## config.mk

```make
export PLATFORM = sky130hd
export DESIGN_NAME = plic_gateway
export DESIGN_NICKNAME = d
export VERILOG_FILES = /design/src/rtl/plic_gateway_pkg.sv /design/src/rtl/plic_gw_chan.sv /design/src/rtl/plic_gateway.sv
export SDC_FILE = /design/constraint.sdc
export NUM_CORES = 1
export LEC_CHECK = 0
export BUFFER_PORTS_ARGS = -buffer_cell sky130_fd_sc_hd__buf_4
export CAP_MARGIN = 40
export CORE_MARGIN = 5
export CORE_UTILIZATION = 63
export CTS_CLUSTER_SIZE = 24
export DETAILED_ROUTE_END_ITERATION = 8
export PLACE_DENSITY = 0.84
export SYNTH_ARGS = -nofsm -noshare
export SYNTH_HDL_FRONTEND = slang
export SYNTH_SLANG_ARGS = --single-unit
```

## constraint.sdc

```tcl
create_clock -name clk -period 3.36 [get_ports clk]
set_input_delay 0.84 -clock clk [delete_from_list [all_inputs] [get_ports clk]]
set_output_delay 0.84 -clock clk [all_outputs]
set_load 0.02 [all_outputs]
```

## src/rtl/plic_gateway_pkg.sv

```systemverilog
// Shared definitions for the PLIC interrupt gateway: bus widths,
// register offsets and channel state encodings.
package plic_gateway_pkg;

  localparam int MEM_ADDR_W = 32;
  localparam int MEM_W      = 32;
  localparam int NSRC       = 16;

  typedef logic [MEM_ADDR_W-1:0] mem_addr_bus_t;
  typedef logic [MEM_W-1:0]      mem_bus_t;

  localparam logic [7:0] GW_EN_OFS   = 8'h00;
  localparam logic [7:0] GW_MODE_OFS = 8'h04;
  localparam logic [7:0] GW_CMP_OFS  = 8'h08;
  localparam logic [7:0] GW_STAT_OFS = 8'h0C;
  localparam logic [7:0] GW_CNT_OFS  = 8'h10;

  typedef enum logic [1:0] {
    GW_IDLE = 2'd0,
    GW_REQ  = 2'd1,
    GW_WAIT = 2'd2
  } gw_state_e;

endpackage

```

## src/rtl/plic_gw_chan.sv

```systemverilog
// One gateway channel: synchroniser, edge detect, request FSM and
// saturating queue counter for pending edge triggers.
//
//   state   | meaning
//   --------+-----------------------------------------------------
//   GW_IDLE | no request outstanding, waiting for a trigger
//   GW_REQ  | request presented to the PLIC, waiting for a claim
//   GW_WAIT | claimed, waiting for software completion
module plic_gw_chan
  import plic_gateway_pkg::*;
(
  input  logic       clk,
  input  logic       rst_n,
  input  logic       irq_raw_i,
  input  logic       en_i,
  input  logic       mode_i,
  input  logic       mode_chg_i,
  input  logic       claim_i,
  input  logic       cmp_i,
  output logic       irq_o,
  output logic       wait_o,
  output logic [1:0] cnt_o
);

  logic      sync1_q, sync1_d;
  logic      sync2_q, sync2_d;
  logic      sync_dly_q, sync_dly_d;
  gw_state_e state_q, state_d;
  logic [1:0] cnt_q, cnt_d;
  logic      edge_w;
  logic      inc_w;
  logic      dec_w;

  assign edge_w = sync2_q & ~sync_dly_q;

  // Two-flop synchroniser followed by the delayed copy used for edge detect
  always_comb begin
    sync1_d    = irq_raw_i;
    sync2_d    = sync1_q;
    sync_dly_d = sync2_q;
  end

  // Synchroniser registers
  always_ff @(posedge clk or negedge rst_n) begin
    if (!rst_n) begin
      sync1_q    <= 1'b0;
      sync2_q    <= 1'b0;
      sync_dly_q <= 1'b0;
    end else begin
      sync1_q    <= sync1_d;
      sync2_q    <= sync2_d;
      sync_dly_q <= sync_dly_d;
    end
  end

  // State and counter registers
  always_ff @(posedge clk or negedge rst_n) begin
    if (!rst_n) begin
      state_q <= GW_IDLE;
      cnt_q   <= 2'd0;
    end else begin
      state_q <= state_d;
      cnt_q   <= cnt_d;
    end
  end

  // Next-state logic; a disabled channel is held in IDLE
  always_comb begin
    state_d = state_q;
    dec_w   = 1'b0;
    if (!en_i) begin
      state_d = GW_IDLE;
    end else begin
      case (state_q)
        GW_IDLE: if (mode_i ? edge_w : sync2_q) state_d = GW_REQ;
        GW_REQ:  if (claim_i) state_d = GW_WAIT;
        GW_WAIT: begin
          if (cmp_i) begin
            if (mode_i && (cnt_q != 2'd0)) begin
              state_d = GW_REQ;
              dec_w   = 1'b1;
            end else begin
              state_d = GW_IDLE;
            end
          end
        end
        default: state_d = GW_IDLE;
      endcase
    end
  end

  // Queue counter: edges during REQ/WAIT count up, re-raised requests count down
  always_comb begin
    inc_w = edge_w & ((state_q == GW_REQ) | (state_q == GW_WAIT));
    cnt_d = cnt_q;
    if (!en_i || mode_chg_i) begin
      cnt_d = 2'd0;
    end else if (inc_w && !dec_w) begin
      cnt_d = (cnt_q == 2'd3) ? 2'd3 : cnt_q + 2'd1;
    end else if (dec_w && !inc_w) begin
      cnt_d = cnt_q - 2'd1;
    end
  end

  // Outputs decoded from the registered state
  always_comb begin
    irq_o  = (state_q == GW_REQ);
    wait_o = (state_q == GW_WAIT);
    cnt_o  = cnt_q;
  end

endmodule

```

## src/rtl/plic_gateway.sv

```systemverilog
// PLIC interrupt gateway top: ICB register slave, configuration
// registers, readback mux and fifteen per-source channels.
module plic_gateway
  import plic_gateway_pkg::*;
(
  input  logic                  clk,
  input  logic                  rst_n,
  input  logic                  gw_icb_cmd_valid,
  output logic                  gw_icb_cmd_ready,
  input  logic [MEM_ADDR_W-1:0] gw_icb_cmd_addr,
  input  logic                  gw_icb_cmd_read,
  input  logic [MEM_W-1:0]      gw_icb_cmd_wdata,
  input  logic [3:0]            gw_icb_cmd_wmask,
  output logic                  gw_icb_rsp_valid,
  input  logic                  gw_icb_rsp_ready,
  output logic                  gw_icb_rsp_err,
  output logic [MEM_W-1:0]      gw_icb_rsp_rdata,
  input  logic [NSRC-1:0]       irq_src_i,
  output logic [NSRC-1:0]       gw_irq_o,
  input  logic                  claim_valid_i,
  input  logic [4:0]            claim_id_i
);

  logic [15:1]     en_q, en_d;
  logic [15:1]     mode_q, mode_d;
  logic [4:0]      cmp_q, cmp_d;
  logic            rsp_valid_q, rsp_valid_d;
  logic [MEM_W-1:0] rdata_q, rdata_d;
  logic [MEM_W-1:0] rb_w;
  logic [15:1]     mode_chg_w;
  logic [15:1]     irq_w;
  logic [15:1]     wait_w;
  logic [29:0]     cnt_w;
  logic            wr_w, rd_w, cmp_hit_w;
  logic [7:0]      ofs_w;
  logic            unused_ok;

  assign wr_w      = gw_icb_cmd_valid & ~gw_icb_cmd_read;
  assign rd_w      = gw_icb_cmd_valid &  gw_icb_cmd_read;
  assign ofs_w     = gw_icb_cmd_addr[7:0];
  assign cmp_hit_w = wr_w & (ofs_w == GW_CMP_OFS);
  assign unused_ok = ^{gw_icb_cmd_wmask, gw_icb_cmd_addr[MEM_ADDR_W-1:8],
                       gw_icb_cmd_wdata[MEM_W-1:16], irq_src_i[0]};

  assign gw_icb_cmd_ready = 1'b1;
  assign gw_icb_rsp_err   = 1'b0;
  assign gw_icb_rsp_valid = rsp_valid_q;
  assign gw_icb_rsp_rdata = rdata_q;
  assign gw_irq_o         = {irq_w, 1'b0};

  // Configuration register updates; mode changes are flagged per bit
  always_comb begin
    en_d       = en_q;
    mode_d     = mode_q;
    cmp_d      = cmp_q;
    mode_chg_w = '0;
    if (wr_w && (ofs_w == GW_EN_OFS))   en_d = gw_icb_cmd_wdata[15:1];
    if (wr_w && (ofs_w == GW_MODE_OFS)) begin
      mode_d     = gw_icb_cmd_wdata[15:1];
      mode_chg_w = gw_icb_cmd_wdata[15:1] ^ mode_q;
    end
    if (cmp_hit_w) cmp_d = gw_icb_cmd_wdata[4:0];
  end

  // Readback mux over the current register and channel state
  always_comb begin
    rb_w = '0;
    case (ofs_w)
      GW_EN_OFS:   rb_w = {16'b0, en_q, 1'b0};
      GW_MODE_OFS: rb_w = {16'b0, mode_q, 1'b0};
      GW_CMP_OFS:  rb_w = {27'b0, cmp_q};
      GW_STAT_OFS: rb_w = {irq_w, 1'b0, wait_w, 1'b0};
      GW_CNT_OFS:  rb_w = {2'b0, cnt_w};
      default:     rb_w = '0;
    endcase
  end

  // Read response: a new read always refreshes data, otherwise hold until accepted
  always_comb begin
    rsp_valid_d = rsp_valid_q;
    rdata_d     = rdata_q;
    if (rd_w) begin
      rsp_valid_d = 1'b1;
      rdata_d     = rb_w;
    end else if (rsp_valid_q && gw_icb_rsp_ready) begin
      rsp_valid_d = 1'b0;
    end
  end

  // Register bank
  always_ff @(posedge clk or negedge rst_n) begin
    if (!rst_n) begin
      en_q        <= '0;
      mode_q      <= '0;
      cmp_q       <= '0;
      rsp_valid_q <= 1'b0;
      rdata_q     <= '0;
    end else begin
      en_q        <= en_d;
      mode_q      <= mode_d;
      cmp_q       <= cmp_d;
      rsp_valid_q <= rsp_valid_d;
      rdata_q     <= rdata_d;
    end
  end

  // Channels see the post-write configuration so a write acts at its own edge
  for (genvar g = 1; g < NSRC; g++) begin : g_chan
    plic_gw_chan u_chan (
      .clk        (clk),
      .rst_n      (rst_n),
      .irq_raw_i  (irq_src_i[g]),
      .en_i       (en_d[g]),
      .mode_i     (mode_d[g]),
      .mode_chg_i (mode_chg_w[g]),
      .claim_i    (claim_valid_i && (claim_id_i == 5'(g))),
      .cmp_i      (cmp_hit_w && (gw_icb_cmd_wdata[4:0] == 5'(g))),
      .irq_o      (irq_w[g]),
      .wait_o     (wait_w[g]),
      .cnt_o      (cnt_w[2*(g-1) +: 2])
    );
  end

endmodule

```

==> results of run 1 <==
[power breakdown]
part / total [uW] / leakage, uW / internal, uW / switching, uW
logic: 393 / 0.00326 / 153 / 240
clock network: 2030 / 0.000285 / 1170 / 860
registers: 2160 / 0.00231 / 2130 / 34.4
[synthesized netlist by cell type, types with 5 or more instances]
library cell               number  area, um^2
sky130_fd_sc_hd__dfrtp_1      173        4330
sky130_fd_sc_hd__ha_1         114        1430
sky130_fd_sc_hd__nand2_1      110         413
sky130_fd_sc_hd__inv_1         99         372
sky130_fd_sc_hd__a21oi_1       69         345
sky130_fd_sc_hd__nor2b_1       52         325
sky130_fd_sc_hd__o21ai_0       50         250
sky130_fd_sc_hd__nor2_1        38         143
sky130_fd_sc_hd__a211oi_1      33         248
sky130_fd_sc_hd__nand4_1       29         181
sky130_fd_sc_hd__clkbuf_1      24        90.1
sky130_fd_sc_hd__nand3_1       24         120
sky130_fd_sc_hd__mux2_2        20         225
sky130_fd_sc_hd__buf_4         19         143
sky130_fd_sc_hd__nor3_1        17        85.1
sky130_fd_sc_hd__o21a_1        17         128
sky130_fd_sc_hd__a22oi_1       15         113
sky130_fd_sc_hd__o211ai_1      13        97.6
sky130_fd_sc_hd__mux2i_1       12         120
sky130_fd_sc_hd__o32a_1        11         110
sky130_fd_sc_hd__a221oi_1      10        87.6
sky130_fd_sc_hd__o41ai_2       10         163
sky130_fd_sc_hd__nand2b_1       9        56.3
sky130_fd_sc_hd__nand3b_1       9        67.6
sky130_fd_sc_hd__a221o_1        8        80.1
sky130_fd_sc_hd__a222oi_1       8        80.1
sky130_fd_sc_hd__buf_2          8        40.0
sky130_fd_sc_hd__a21o_1         7        52.6
sky130_fd_sc_hd__a22o_1         7        61.3
sky130_fd_sc_hd__nor3b_1        7        52.6
sky130_fd_sc_hd__a211o_1        6        52.6
sky130_fd_sc_hd__a21boi_0       6        45.0
sky130_fd_sc_hd__or2_2          6        37.5
sky130_fd_sc_hd__a31oi_1        5        31.3
[critical path, cell delays in order]
cell and delay, ps:
sky130_fd_sc_hd__buf_4 110, sky130_fd_sc_hd__or4_1 640, sky130_fd_sc_hd__nor3_4 290, sky130_fd_sc_hd__buf_4 280
sky130_fd_sc_hd__mux2_2 380, sky130_fd_sc_hd__nand4_1 80, sky130_fd_sc_hd__ha_1 280, sky130_fd_sc_hd__a211oi_1 300
sky130_fd_sc_hd__a21oi_1 100, sky130_fd_sc_hd__nor2b_1 130
[sequential cells by signal, indices dropped and copies added, names as in the netlist]
signal                    cells
g_chan.u_chan.sync2_q        15
gw_icb_rsp_valid              1
g_chan.u_chan.state_q        30
g_chan.u_chan.sync1_q        15
g_chan.u_chan.cnt_o          30
g_chan.u_chan.sync_dly_q     15
en_q                         15
cmp_q                         5
gw_icb_rsp_rdata             32
mode_q                       15
[kinds of logic (layout without fill, tap and decap cells)]
group,count (synthesis),count (layout)
multiplexers,38,38
buffers and inverters,157,317
other,2,3
adder cells (fa/ha/maj),114,114
AO/OA/AOI/OAI,318,318
AND/OR/NAND/NOR,330,330
flip-flops,173,173
[per-layer routing]
layer	share of wire, %	GRT usage (%)	vias to the layer above
met5	0	0	-
met2	48	53.2	521
met1	38	41.6	4703
li1	-	-	4386
met4	4.2	14.6	0
met3	9.3	6.55	124
[area by class of cell]
type	count	area, um^2	share of cell area, %
Clock buffer	22	484	3.72
Clock inverter	9	110	0.846
Inverter	102	383	2.94
Multi-Input combinational cell	803	6010	46.1
Sequential cell	173	4330	33.2
Tap cell	225	282	2.16
Timing Repair Buffer	184	1430	10.9
[stage by stage]
stage	power, uW	worst slack [ps]
detailed placement	2580	-100
finish	4580	279
global placement	2570	-21.4
floorplan	2370	124
CTS	4580	308
global route	4720	121
[path summary, 6_finish.rpt]
check	start	endpoint	slack (ps)	cells after the start
max	gw_icb_cmd_addr[5]	g_chan[5].u_chan.cnt_o[1]	280	10
min	g_chan[9].u_chan.sync1_q	g_chan[9].u_chan.sync2_q	350	0
max reg2reg	g_chan[1].u_chan.state_q[0]	g_chan[1].u_chan.cnt_o[1]	1140	9
min reg2reg	g_chan[9].u_chan.sync1_q	g_chan[9].u_chan.sync2_q	350	0
max in group asynchronous	rst_n	mode_q[8]	2130	2
min in group asynchronous	rst_n	g_chan[3].u_chan.state_q[0]	420	1
[placed cells by master, fill, tap and decap left out, types with 5 or more instances in the layout]
| cell | instances |
|---|---|
| sky130_fd_sc_hd__a21o_1 | 7 |
| sky130_fd_sc_hd__a22oi_1 | 15 |
| sky130_fd_sc_hd__dfrtp_1 | 173 |
| sky130_fd_sc_hd__nand4_1 | 29 |
| sky130_fd_sc_hd__nand2_1 | 110 |
| sky130_fd_sc_hd__mux2i_1 | 12 |
| sky130_fd_sc_hd__a221o_1 | 8 |
| sky130_fd_sc_hd__a211o_1 | 6 |
| sky130_fd_sc_hd__o32a_1 | 11 |
| sky130_fd_sc_hd__nand3b_1 | 9 |
| sky130_fd_sc_hd__o21a_1 | 17 |
| sky130_fd_sc_hd__inv_1 | 99 |
| sky130_fd_sc_hd__nor3b_1 | 7 |
| sky130_fd_sc_hd__a31oi_1 | 5 |
| sky130_fd_sc_hd__o21ai_0 | 50 |
| sky130_fd_sc_hd__clkbuf_16 | 17 |
| sky130_fd_sc_hd__o41ai_2 | 10 |
| sky130_fd_sc_hd__ha_1 | 114 |
| sky130_fd_sc_hd__clkbuf_8 | 5 |
| sky130_fd_sc_hd__nand3_1 | 24 |
| sky130_fd_sc_hd__buf_4 | 180 |
| sky130_fd_sc_hd__nor2b_1 | 52 |
| sky130_fd_sc_hd__a22o_1 | 7 |
| sky130_fd_sc_hd__a21boi_0 | 6 |
| sky130_fd_sc_hd__o211ai_1 | 13 |
| sky130_fd_sc_hd__nor2_1 | 38 |
| sky130_fd_sc_hd__mux2_2 | 20 |
| sky130_fd_sc_hd__a221oi_1 | 10 |
| sky130_fd_sc_hd__or2_2 | 6 |
| sky130_fd_sc_hd__nor3_1 | 17 |
| sky130_fd_sc_hd__a222oi_1 | 8 |
| sky130_fd_sc_hd__nand2b_1 | 9 |
| sky130_fd_sc_hd__a21oi_1 | 69 |
| sky130_fd_sc_hd__a211oi_1 | 33 |
==> metrics, run 1 <==
compound-gate portion of the synthesized area=21.4%; overall die width=142 um; placed cell area=12,400 um^2; clock tree from TritonCTS=done; remaining antenna violation count=0; overall via count from detail_route=9,734; detailed placer's ending HPWL=23,900 um; relative slew slack=43.2%; Gate Count Post-Synth=1,132; worst slew pin tran=840 ps; starting density of the core=64.0%; Initial DRC Count=1,112; worst IR drop on VDD=0.000385 V; clock latency on the worst-skew pair=440 ps; post-synthesis instance area=11,000 um^2; adder-cell share of the synthesized area=13.0%; count of yosys warnings during synthesis=0; post-synthesis sequential area ratio=39.4%; initial antenna violation count=0; number of max-slew violations in the final report=0; total of flip-flops plus latches after synthesis=173; global-route wire length before repair=51,500 um; count of distinct cell types in the synthesized netlist=79; clock tree skew after final layout=10.8 ps; path type of the worst setup path=in -> reg; root buffer cell=sky130_fd_sc_hd__clkbuf_16; fraction of synthesized area in multiplexers=4.24%; cell area after layout=13,000 um^2; post-CTS setup repair buffer count=0; core area=17,200 um^2; critical path startpoint category=primary input; post-detailed-routing wire length=32,000 um; Routed wire per std cell=21.1 um; number of diodes added for antenna fixing=0; number of max-capacitance violations reported=0; top-level port count=146; Placement Rows=48; worst min-delay path category=reg -> reg; Final Hold Slack=348 ps; Vias per Instance=6.41; largest family of logic cells by synthesized area=compound AO/OA/AOI/OAI gates; number of flops mapped to enable cells by yosys=0; number of resized instances in the post-cts repair step=0; LEAKAGE=0.00585 uW; placed insts=1,487; die footprint=20,200 um^2; endpoints failing setup=0; height of the chip=142 um; proportion of synthesized flip-flops having asynchronous set or reset=100%; critical path capture point type=register; Nets=1,490; post-synthesis share of cell area spent on and, or, nand and nor gates=15.9%; Post-Syn Area per Cell=9.71 um^2; filler cell count=1,205; Post-synth top flop=sky130_fd_sc_hd__dfrtp_1; hold_buf cts=0; aggregate global-route resource usage=32.4%; crit share post-route=91.7%; unrepaired setup endpoints after global routing=no; router iterations before antenna repair=5; power density over the cells=352 nW/um^2; XOR/XNOR share of the synthesized area=0%; final cell count without fillers=1,518; result of the run=finished clean; CTS max path bufs=2; grt ovf=0; data required time at the worst endpoint=3720 ps; number of hold violations in the final report=0; min cycle time layout=3080 ps; number of global-route vias before repair=9,888; input/output buffers=97; final RePlAce weighted congestion=1.03; clock-pin slew on the worst setup and hold paths=60 ps; total negative slack=0 ps; Fmax achieved=325 MHz; post-route DRC violation count=0; Post-Route Utilization=75.8%; largest fanout of any net on the critical path=14; number of buffers created by CTS=17; share of layout cells above drive strength 1=21.1%; H-tree depth reported by CTS=4; Arr. time, crit path=3440 ps; growth of design area from synthesis to finish=18.5%; pin count of the biggest net entering global routing=78; clock sink count=173
No activity file was read; power rests on OpenSTA's default activity.
==> run 2, diff against run 1 <==
CORE_UTILIZATION = 35   (was 63)
PLACE_DENSITY = 0.51   (was 0.84)
==> metrics, run 2 (synthesis results as in run 1) <==
number of hold violations in the final report=0 (unchanged); critical path capture point type=register; number of cells traversed by the worst hold path=0 (unchanged); input/output buffers=97 (unchanged); CTS max path bufs=2 (unchanged); worst slew pin tran=583 ps (-258 ps); filler cell count=3,005 (+150%); Post-Route Utilization=43.8% (-32 points); endpoints failing setup=0 (unchanged); worst min-delay path category=reg -> reg; LEAKAGE=0.00603 uW (+3.0%); cell area after layout=13,500 um^2 (+3.7%); pin count of the biggest net entering global routing=63 (-19%); crit share post-route=91.1% (-0.56 points); clock tree from TritonCTS=done; router iterations before antenna repair=6 (+1); Critical R2R Launch=g_chan[2].u_chan.state_q[0]; initial antenna violation count=0 (unchanged); Placement Rows=64 (+33%); aggregate global-route resource usage=19.9% (-13 points); height of the chip=187 um (+32%); grt peak-use layer=met2; critical path startpoint category=primary input; min cycle time layout=3060 ps (-18.8 ps); growth of design area from synthesis to finish=22.9%; Worst path slowest cell=sky130_fd_sc_hd__or4_1; post-detailed-routing wire length=35,000 um (+9.4%); result of the run=finished clean; detailed placer's ending HPWL=26,700 um (+12%); worst IR drop on VDD=0.000344 V (-11%); post-route DRC violation count=0 (unchanged); clock sink count=173 (unchanged); Worst R2R Path Depth=9 (unchanged); clock-pin slew on the worst setup and hold paths=70 ps (about the same); post-place setup slack=-122 ps (-21.7 ps); Arr. time, crit path=3430 ps (about the same); number of buffers created by CTS=17 (unchanged); global-route wire length before repair=54,600 um (+6.2%); Vias per Instance=5.42 (-15%); CP most frequent cell=sky130_fd_sc_hd__buf_4; clock tree skew after final layout=12.1 ps (+1.32 ps); Initial DRC Count=690 (-38%); R2R Path End=g_chan[2].u_chan.cnt_o[0]; share of layout cells above drive strength 1=22.8% (+1.7 points); data required time at the worst endpoint=3720 ps (about the same); H-tree depth reported by CTS=4 (unchanged); unrepaired setup endpoints after global routing=no; grt ovf=0 (unchanged); hold_buf cts=0 (unchanged); sink of the worst hold path=g_chan[3].u_chan.sync2_q; Nets=1,521 (+2.1%); Global Route met3 Usage=3.58% (-3.0 points); number of diodes added for antenna fixing=0 (unchanged); met2 capacity usage during global routing=33.4% (-20 points); most common library cell in the layout ignoring fill and taps=sky130_fd_sc_hd__buf_4; worst-path cell chain=buf_4 -> or4_1 -> nor3_4 -> buf_4 -> mux2_2 -> nand4_1 -> ha_1 -> a211oi_1 -> a21oi_1 -> nor2b_1; commonest cells after routing, fill and taps aside=sky130_fd_sc_hd__buf_4, sky130_fd_sc_hd__dfrtp_1, sky130_fd_sc_hd__ha_1, sky130_fd_sc_hd__nand2_1, sky130_fd_sc_hd__inv_1; die footprint=35,000 um^2 (+74%); Fmax achieved=327 MHz (+0.62%); placed cell area=12,900 um^2 (+3.8%); start point of the worst min-delay path=g_chan[3].u_chan.sync1_q; post-CTS setup repair buffer count=0 (unchanged); relative slew slack=61.2% (+18 points); clock latency on the worst-skew pair=440 ps (about the same); path type of the worst setup path=in -> reg; CP Launch Point=gw_icb_cmd_addr[5]; largest fanout of any net on the critical path=11 (-3); top-level port count=146 (unchanged); number of max-slew violations in the final report=0 (unchanged); core area=30,800 um^2 (+79%); overall die width=187 um (+32%); number of resized instances in the post-cts repair step=0 (unchanged); max FFs per register=32 (unchanged); setup slack of the most critical reg-to-reg path=1170 ps (+30 ps); setup ws final=298 ps (+18.8 ps); final RePlAce weighted congestion=0.918 (-11%); power density over the cells=347 nW/um^2 (-1.5%); remaining antenna violation count=0 (unchanged); Routed wire per std cell=20.4 um (-3.4%); fraction of met1 tracks used by global routing=26.7% (-15 points); number of max-capacitance violations reported=0 (unchanged); starting density of the core=35.6% (-28 points); root buffer cell=sky130_fd_sc_hd__clkbuf_16; delay contributed by the slowest stage of the critical path=650 ps (about the same); number of global-route vias before repair=9,501 (-3.9%); overall via count from detail_route=9,321 (-4.2%)
## run 2: report_power, final
part / internal [uW] / switching, uW
Clock: 1230 / 880
Sequential: 2120 / 34.2
Combinational: 163 / 248
## run 2: final cells by class
type	count	area (um^2)	area share, %
clock inverter	8	133	0.982
clock buffer	23	478	3.54
multi-input combinational	803	6020	44.5
timing repair buffer	215	1670	12.4
inverter	102	383	2.83
sequential	173	4330	32.0
tap	396	495	3.67
## run 2: worst max path at each step
stage / end / slack [ps] / depth (start not counted)
2_1_floorplan: g_chan[10].u_chan.cnt_o[1] / 120 / 10
3_3_place_gp: g_chan[14].u_chan.cnt_o[0] / -140 / 12
3_5_place_dp: g_chan[3].u_chan.cnt_o[1] / -120 / 11
4_1_cts: g_chan[3].u_chan.cnt_o[1] / 320 / 11
5_1_grt: g_chan[5].u_chan.cnt_o[0] / 120 / 11
6_report: g_chan[5].u_chan.cnt_o[0] / 300 / 10
## run 2: metrics by stage
| step | TNS (ps) | hold slack [ps] | power [uW] | instances |
|---|---|---|---|---|
| 2_1_floorplan | 0 | 331 | 2370 | 1133 |
| 3_3_place_gp | -1570 | 334 | 2610 | 1688 |
| 3_5_place_dp | -1870 | 335 | 2610 | 1689 |
| 4_1_cts | 0 | 346 | 4740 | 1720 |
| 5_1_grt | 0 | 356 | 4860 | 1720 |
| 6_report | 0 | 345 | 4680 | 1720 |
## run 2: per-layer routing
metal  wire length [um]  up-vias
met2              16700      230
met3               1740       27
li1                   -     4457
met4                613        0
met5                  0        -
met1              16000     4607
## run 2: critical path: cells and delay by family
family / cells / cell delay (ps)
muxes: 1 / 370
AOI/OAI and AO/OA: 2 / 300
buffers and inverters: 2 / 400
and+or+nand+nor: 4 / 1240
adders and majority gates: 1 / 270
